### src/rtl/mips_pkg.sv
// mips_pkg: shared MIPS pipeline constants and redirect kinds.
package mips_pkg;
    localparam logic [31:0] EXC_VECTOR = 32'h0000_4180;
    localparam logic [31:0] IM_BASE    = 32'h0000_3000;
    localparam logic [31:0] IM_LIMIT   = 32'h0000_6FFF;
    localparam logic [31:0] RESET_PC   = 32'h0000_3000;
    // Encoding order is the priority order, so kinds compare numerically.
    typedef enum logic [1:0] {NONE, BRANCH, ERET, EXC} redirect_kind_t;
endpackage

### src/rtl/npc_gen.sv
// npc_gen: next-PC selection with a held redirect that survives fetch stalls.
module npc_gen
    import mips_pkg::*;
(
    input  logic        clk,
    input  logic        rst,
    input  logic [31:0] pc,
    input  logic        pc_en,
    input  logic        br_taken,
    input  logic [31:0] br_target,
    input  logic        jump,
    input  logic [31:0] jump_target,
    input  logic        eret_req,
    input  logic [31:0] epc,
    input  logic        exc_req,
    output logic [31:0] next_pc,
    output logic        redirect_pending,
    output logic        pc_fault
);
    typedef enum logic {IDLE, HOLD} state_t;
    state_t         state_q, state_d;
    logic [31:0]    held_tgt_q, held_tgt_d;
    redirect_kind_t held_kind_q, held_kind_d;
    redirect_kind_t fresh_kind;
    logic [31:0]    fresh_tgt;
    logic           take_fresh;
    always_comb begin
        fresh_kind = exc_req ? EXC : eret_req ? ERET : (jump || br_taken) ? BRANCH : NONE;
        fresh_tgt  = exc_req ? EXC_VECTOR : eret_req ? epc : jump ? jump_target : br_target;
        take_fresh = (state_q == IDLE) ? (fresh_kind != NONE) : (fresh_kind > held_kind_q);
        state_d     = state_q;
        held_tgt_d  = held_tgt_q;
        held_kind_d = held_kind_q;
        next_pc     = take_fresh ? fresh_tgt : (state_q == HOLD) ? held_tgt_q : pc + 32'd4;
        if (pc_en) begin
            state_d     = IDLE;
            held_kind_d = NONE;
        end else if (take_fresh) begin
            state_d     = HOLD;
            held_tgt_d  = fresh_tgt;
            held_kind_d = fresh_kind;
        end
    end
    always_ff @(posedge clk or negedge rst) begin
        if (!rst) begin
            state_q     <= IDLE;
            held_tgt_q  <= 32'd0;
            held_kind_q <= NONE;
        end else begin
            state_q     <= state_d;
            held_tgt_q  <= held_tgt_d;
            held_kind_q <= held_kind_d;
        end
    end
    assign redirect_pending = (state_q == HOLD);
    assign pc_fault = (next_pc[1:0] != 2'b00) || (next_pc < IM_BASE) || (next_pc > IM_LIMIT);
endmodule

### config.mk
export PLATFORM = sky130hd
export DESIGN_NAME = npc_gen
export DESIGN_NICKNAME = d
export VERILOG_FILES = /design/src/rtl/mips_pkg.sv /design/src/rtl/npc_gen.sv
export SDC_FILE = /design/constraint.sdc
export NUM_CORES = 1
export LEC_CHECK = 0
export ABC_AREA = 1
export CORE_AREA = 4 4 98 100
export DETAILED_ROUTE_END_ITERATION = 6
export DIE_AREA = 0 0 102 104
export PLACE_DENSITY = 0.82
export SLEW_MARGIN = 0
export SYNTH_ARGS = -nofsm -noshare
export SYNTH_HDL_FRONTEND = slang
export SYNTH_SLANG_ARGS = --single-unit
### constraint.sdc
create_clock -name clk -period 5.73 [get_ports clk]
set_clock_uncertainty 0.05 [all_clocks]
set_input_delay 1.719 -clock clk [delete_from_list [all_inputs] [get_ports clk]]
set_output_delay 1.719 -clock clk [all_outputs]
set_load 0.005 [all_outputs]
==> results of run 1 <==
[registers in the layout, indices dropped and copies added, names as in the netlist]
signal,cells
held_kind_q,2
redirect_pending,1
held_tgt_q,32
[per-layer routing]
| metal | track usage | share of wire | vias up |
|---|---|---|---|
| li1 | - | - | 2550 |
| met3 | 0.05366 | 0.080 | 28 |
| met4 | 0.05998 | 0.019 | 0 |
| met5 | 0 | 0 | - |
| met2 | 0.4643 | 0.49 | 216 |
| met1 | 0.3434 | 0.41 | 2312 |
[repair_timing]
| action | 4_1_cts | 5_1_grt |
|---|---|---|
| resized for setup | 22 | 62 |
| pin swaps | 6 | 11 |
| setup buffers | 3 | 2 |
| setup endpoints to repair | 32 | 32 |
[layout make-up]
| class | count | area [sq um] |
|---|---|---|
| Clock buffer | 6 | 72.57 |
| Sequential cell | 35 | 875.8 |
| Inverter | 53 | 201.4 |
| Timing Repair Buffer | 260 | 2442 |
| Fill cell | 728 | 2354 |
| Multi-Input combinational cell | 525 | 2597 |
| Tap cell | 108 | 135.1 |
[kinds of logic after synthesis]
family	share of synthesized area
AND/OR/NAND/NOR	0.4236
AO/OA/AOI/OAI	0.2138
buffers and inverters	0.09747
flip-flops	0.2361
XOR/XNOR	0.01889
adder cells (fa/ha/maj)	0.01012
[worst register-to-register path, delay by kind of cell, from the launching register on]
kind,cells,cell delay (ns)
AO/OA/AOI/OAI,1,0.07
buffers and inverters,7,1.70
flip-flops,1,0.90
AND/OR/NAND/NOR,4,0.50
[per-stage QoR]
stage / cell area (sq um) / util / TNS (ns) / std cells
finish: 6325 / 0.7288 / 0 / 987
detailed placement: 6050 / 0.6971 / -7.280 / 976
global route: 6325 / 0.7288 / -0.7796 / 987
global placement: 6050 / 0.6971 / -4.981 / 976
floorplan: 3710 / - / 0 / 645
CTS: 6163 / 0.7102 / 0 / 985
[worst paths after layout]
kind / from / endpoint / slack, ns / cells after the start
max: br_taken / next_pc[28] / 0.005 / 16
min: held_tgt_q[6] / held_tgt_q[6] / 0.44 / 2
max reg2reg: redirect_pending / held_tgt_q[25] / 2.35 / 12
min reg2reg: held_tgt_q[6] / held_tgt_q[6] / 0.44 / 2
max in group asynchronous: rst / held_tgt_q[28] / 3.63 / 1
min in group asynchronous: rst / held_kind_q[0] / 1.47 / 1
[placed cells by master, fill, tap and decap left out, drive strengths merged]
cell,count
o21bai,2
nand4,3
o22ai,6
xor2,4
a21oi,23
buf,94
clkbuf,9
ha,3
xnor2,4
nand2,190
dlygate4sd2,4
a2bb2oi,11
a21boi,1
nand3,40
nand3b,6
dlymetal6s2s,19
a22oi,2
inv,53
o211ai,3
dfrtp,35
clkdlybuf4s15,1
clkdlybuf4s50,139
nor2,131
o21ai,96
[power by group through the flow]
stage	sequential [W]	combinational, W	clock (W)
after detailed placement	0.000313	0.000543	0
after global routing	0.000314	0.000625	0.000175
after global placement	0.000311	0.000534	0
after CTS	0.000309	0.000552	0.000166
after floorplan	0.000306	0.000227	0
final	0.000310	0.000571	0.000168
==> flow_metrics.tcl, run 1 <==
set metrics [dict create \
    crit_type "in -> out" \
    status "completed" \
    synthMostInstantiatedCell "nand2_1" \
    crit_path_max_fanout 8 \
    htreeDepth 2 \
    synthTopCellsByCount "nand2_1 (184), nor2_1 (119), o21ai_0 (92)" \
    max_freq_mhz 174.7 \
    yosys-top-cells-area "dfrtp_1 (24%), nand2_1 (19%), o21ai_0 (12%)" \
    vias_per_cell 5.173 \
    hold_violations 0 \
    diodes 0 \
    cts_hold_buffers 0 \
    initialDrtViolationCount 307 \
    synth_seq_cells 35 \
    netlist_instances 645 \
    p_comb_frac 0.545 \
    cap_violations 0 \
    yosysWarnings 0 \
    cts_inserted_buffers 5 \
    hp-class "reg -> reg" \
    ys_seq_area_frac 0.2361 \
    hold_ws_ns 0.4377 \
    wire_per_inst_microns 15.37 \
    crit_buf_inv 6 \
    cp_slowest_cell "clkdlybuf4s50_1" \
    cts_tree "built" \
    core_area_sq_um 8678 \
    p_seq_frac 0.296 \
    period_minus_slack_ns 5.725 \
    antenna_found_initial 0 \
    synth_top_area_frac 0.2361 \
    clock-sinks 35 \
    crit_path_start_kind "input port" \
    die_height_microns 104 \
    routed_wl_microns 15170 \
    ioPinCount 169 \
    switching_share 0.3636 \
    setup_slack_ns 0.004585 \
    cp_top_family "buffers and inverters" \
    areaGrowthSynthToFinish_pct 70.49 \
    crit_path_cell_trace "dlygate4sd2_1 -> nor2_4 -> nor2_2 -> nor2_2 -> ha_1 -> nand2_1 -> nand2_1 -> nand2_2 -> nand2_4 -> buf_4 -> buf_6 -> nor2_2 -> a21oi_2 -> buf_4 -> inv_1 -> clkdlybuf4s50_1" \
    path_common_cell "nor2_2" \
    overflow 0 \
    cts_root_buf "clkbuf_8" \
    first_global_vias 5005 \
    clk_latency_ns 0.28 \
    gr-usage-all-layers 0.2695 \
    grt_max_degree 36 \
    end_kind "output port" \
    clk_pin_slew_ns 0.07 \
    die-area_sq_um 10610 \
    power.switching_w 0.0003814 \
    portBuffers 168 \
    grt_first_pass_wirelength_microns 23320 \
    pre_cts_slack_ns -0.5108 \
    p_clk_frac 0.160 \
    p_int_w 0.0006675 \
    die_w_microns 102 \
    ant_nets 0 \
    fin_nets 1018 \
    relSlewSlack 0.3386 \
    start_util 0.4275 \
    vias 5106 \
    synthDistinctLibCells 31 \
    finalSetupViolCount 0 \
    p_per_area_nw_per_um2 165.8 \
    min_period_over_period 0.9992 \
    drive_gt1_frac 0.1820 \
    async_reset_ff_frac 1.000 \
    yosys_most_used_dff "dfrtp_1" \
    place_congestion 0.9190 \
    tightestPinTransition_ns 0.9910 \
    synth_top_area_cell "dfrtp_1" \
    drt-pass1-iter-count 5 \
    ir_drop_mv 0.1107 \
    synth-edff-count 0 \
    synth_fp_nets 783 \
    max_stage_delay_ns 0.49 \
    syn_avg_cell_area_sq_um 5.752 \
    cts_buffer_depth 2 \
    num_rows 34 \
    crit_required_ns 3.96 \
    syn_area_sq_um 3710 \
    hpwl_microns 12030 \
    rsz0062_at_grt "true" \
    cp_data_arrival_time_ns 3.96 \
    remaining_drc_errors 0 \
    p_total_w 0.001049 \
    leakagePower_nw 3.116 \
    maxSlewViolCount 0 \
]
No activity file was read; power rests on OpenSTA's default activity.
==> inputs of run 2 (changes only) <==
--- a/config.mk
+++ b/config.mk
@@ -10,6 +10,7 @@
 export DETAILED_ROUTE_END_ITERATION = 6
 export DIE_AREA = 0 0 102 104
 export PLACE_DENSITY = 0.82
+export SETUP_SLACK_MARGIN = 0.3
 export SLEW_MARGIN = 0
 export SYNTH_ARGS = -nofsm -noshare
 export SYNTH_HDL_FRONTEND = slang
==> flow_metrics.tcl, run 2 (synthesis gave the netlist of run 1 again) <==
set metrics [dict create \
    status "completed" \
    cts_inserted_buffers 5 \
    vias_per_cell 5.341 \
    max_freq_mhz 181.1 \
    max_stage_delay_ns 0.15 \
    clk_pin_slew_ns 0.07 \
    final_cell_mix "nand2_1 (169), clkdlybuf4s50_1 (108), buf_4 (101), nor2_1 (88), o21ai_0 (86)" \
    dpl-instance-area_sq_um 6050 \
    routed_wl_microns 16270 \
    crit_type "in -> out" \
    hp-class "reg -> reg" \
    end_kind "output port" \
    die-area_sq_um 10610 \
    hold_path_startpoint "held_tgt_q[8]" \
    hpwl_microns 12030 \
    htreeDepth 2 \
    rsz0062_at_grt "true" \
    cp_slowest_cell "nand2_4" \
    ioPinCount 169 \
    initialDrtViolationCount 317 \
    top_usage_layer "met2" \
    finalSetupViolCount 0 \
    crit_buf_inv 6 \
    cp_data_arrival_time_ns 3.75 \
    cap_violations 0 \
    num_rows 34 \
    ant_nets 0 \
    holdPathStages 2 \
    place_congestion 0.9190 \
    grt_first_pass_wirelength_microns 24320 \
    remaining_drc_errors 0 \
    crit_path_max_fanout 8 \
    ff2ff_setup_slack_ns 2.34 \
    grt_max_degree 36 \
    overflow 0 \
    cts_hold_buffers 0 \
    gr-usage-met2 0.4875 \
    fin_util 0.7661 \
    period_minus_slack_ns 5.523 \
    portBuffers 168 \
    areaGrowthSynthToFinish_pct 79.22 \
    fillCellCount 680 \
    hold_violations 0 \
    stdcell_area_sq_um 6649 \
    relSlewSlack 0.3376 \
    ir_drop_mv 0.1099 \
    r2r-start "redirect_pending" \
    antenna_found_initial 0 \
    die_height_microns 104 \
    min_period_over_period 0.9638 \
    use_met1 0.3529 \
    die_w_microns 102 \
    cts_tree "built" \
    path_common_cell "nor2_4" \
    final_common_cell "nand2_1" \
    hold_ws_ns 0.4347 \
    p_total_w 0.001081 \
    cts_buffer_depth 2 \
    cts_root_buf "clkbuf_8" \
    maxSlewViolCount 0 \
    regMostFlops "held_tgt_q" \
    clk_latency_ns 0.28 \
    crit_path_cell_trace "buf_6 -> nor2_4 -> nor2_4 -> nor2_4 -> ha_4 -> inv_1 -> nand2_1 -> nand2_1 -> nand2_1 -> nand2_2 -> nand2_4 -> buf_6 -> buf_8 -> buf_4 -> nor2_4 -> a21oi_2 -> nand3_1 -> nor2_2 -> nand3_2 -> clkbuf_2" \
    leakagePower_nw 3.274 \
    reg2regPathDepth 12 \
    fin_nets 1035 \
    tightestPinTransition_ns 0.9925 \
    core_area_sq_um 8678 \
    drive_gt1_frac 0.2467 \
    diodes 0 \
    start_util 0.4275 \
    crit_required_ns 3.96 \
    first_global_vias 5190 \
    p_per_area_nw_per_um2 162.6 \
    clock-sinks 35 \
    use_met3 0.05835 \
    drt-pass1-iter-count 5 \
    largest_reg_flops 32 \
    hold_end "held_tgt_q[8]" \
    gr-usage-all-layers 0.2821 \
    r2r_end "held_tgt_q[25]" \
    cp_top_family "simple AND/OR/NAND/NOR gates" \
    vias 5362 \
    crit_path_start_kind "input port" \
    wire_per_inst_microns 16.20 \
]
-- run 2: cell count changes in the layout (fill, tap and decap cells not counted), moves of 3 or more --
cell,before,now
buf_2,1,5
buf_4,87,101
clkdlybuf4s50_1,139,108
dlygate4sd2_1,4,25
dlymetal6s2s_1,19,22
ha_4,0,3
nand2_1,180,169
nand2_2,8,18
nand3_1,38,31
nand3_2,1,8
nor2_1,101,88
nor2_2,18,22
nor2_4,12,21
-- run 2: timing repair --
action / in CTS / in global routing
gates resized for setup: 109 / 88
hold endpoints to repair: 0 / 0
endpoints found under the setup margin: 33 / 33
setup buffers: 13 / 8
pin swaps: 18 / 29
gates cloned: 1 / 0
-- run 2: worst max-delay path by stage --
| stage | endpoint | startpoint | slack, ns | cells after the start |
|---|---|---|---|---|
| floorplan | pc_fault | eret_req | 0.55 | 18 |
| global placement | pc_fault | jump | -0.46 | 12 |
| detailed placement | pc_fault | jump | -0.51 | 12 |
| CTS | next_pc[30] | pc[7] | 0.09 | 12 |
| global route | pc_fault | jump | 0.06 | 21 |
| finish | pc_fault | jump | 0.21 | 20 |
-- run 2: metrics by stage --
step | std cells | worst slack (ns) | TNS [ns]
2_1_floorplan | 645 | 0.5545 | 0
3_3_place_gp | 976 | -0.4569 | -4.981
3_5_place_dp | 976 | -0.5108 | -7.280
4_1_cts | 996 | 0.08782 | 0
5_1_grt | 1004 | 0.05518 | 0
6_report | 1004 | 0.2074 | 0
-- run 2: layer usage --
| layer | routed length, microns | part of all wire | vias up |
|---|---|---|---|
| met2 | 8070 | 0.50 | 271 |
| met3 | 1346 | 0.083 | 39 |
| met1 | 6424 | 0.39 | 2467 |
| met4 | 425 | 0.026 | 0 |
| met5 | 0 | 0 | - |
| li1 | - | - | 2585 |
-- run 2: tightest hold or removal path, stage by stage (launching register included) --
cell and delay, ns:
dfrtp_1 0.34, nand2_1 0.05, o21ai_0 0.06
-- run 2: area by class of cell --
class | instances | area, sq um | area share
Clock buffer | 6 | 72.57 | 0.01091
Inverter | 53 | 203.9 | 0.03067
Multi-Input combinational cell | 525 | 2799 | 0.4210
Sequential cell | 35 | 875.8 | 0.1317
Tap cell | 108 | 135.1 | 0.02032
Timing Repair Buffer | 277 | 2562 | 0.3854
-- run 2: where the power goes --
part,total [W],switching [W],internal [W]
registers,0.000311,0.0000237,0.000287
clock network,0.000166,0.0000853,0.0000810
logic,0.000604,0.000297,0.000307
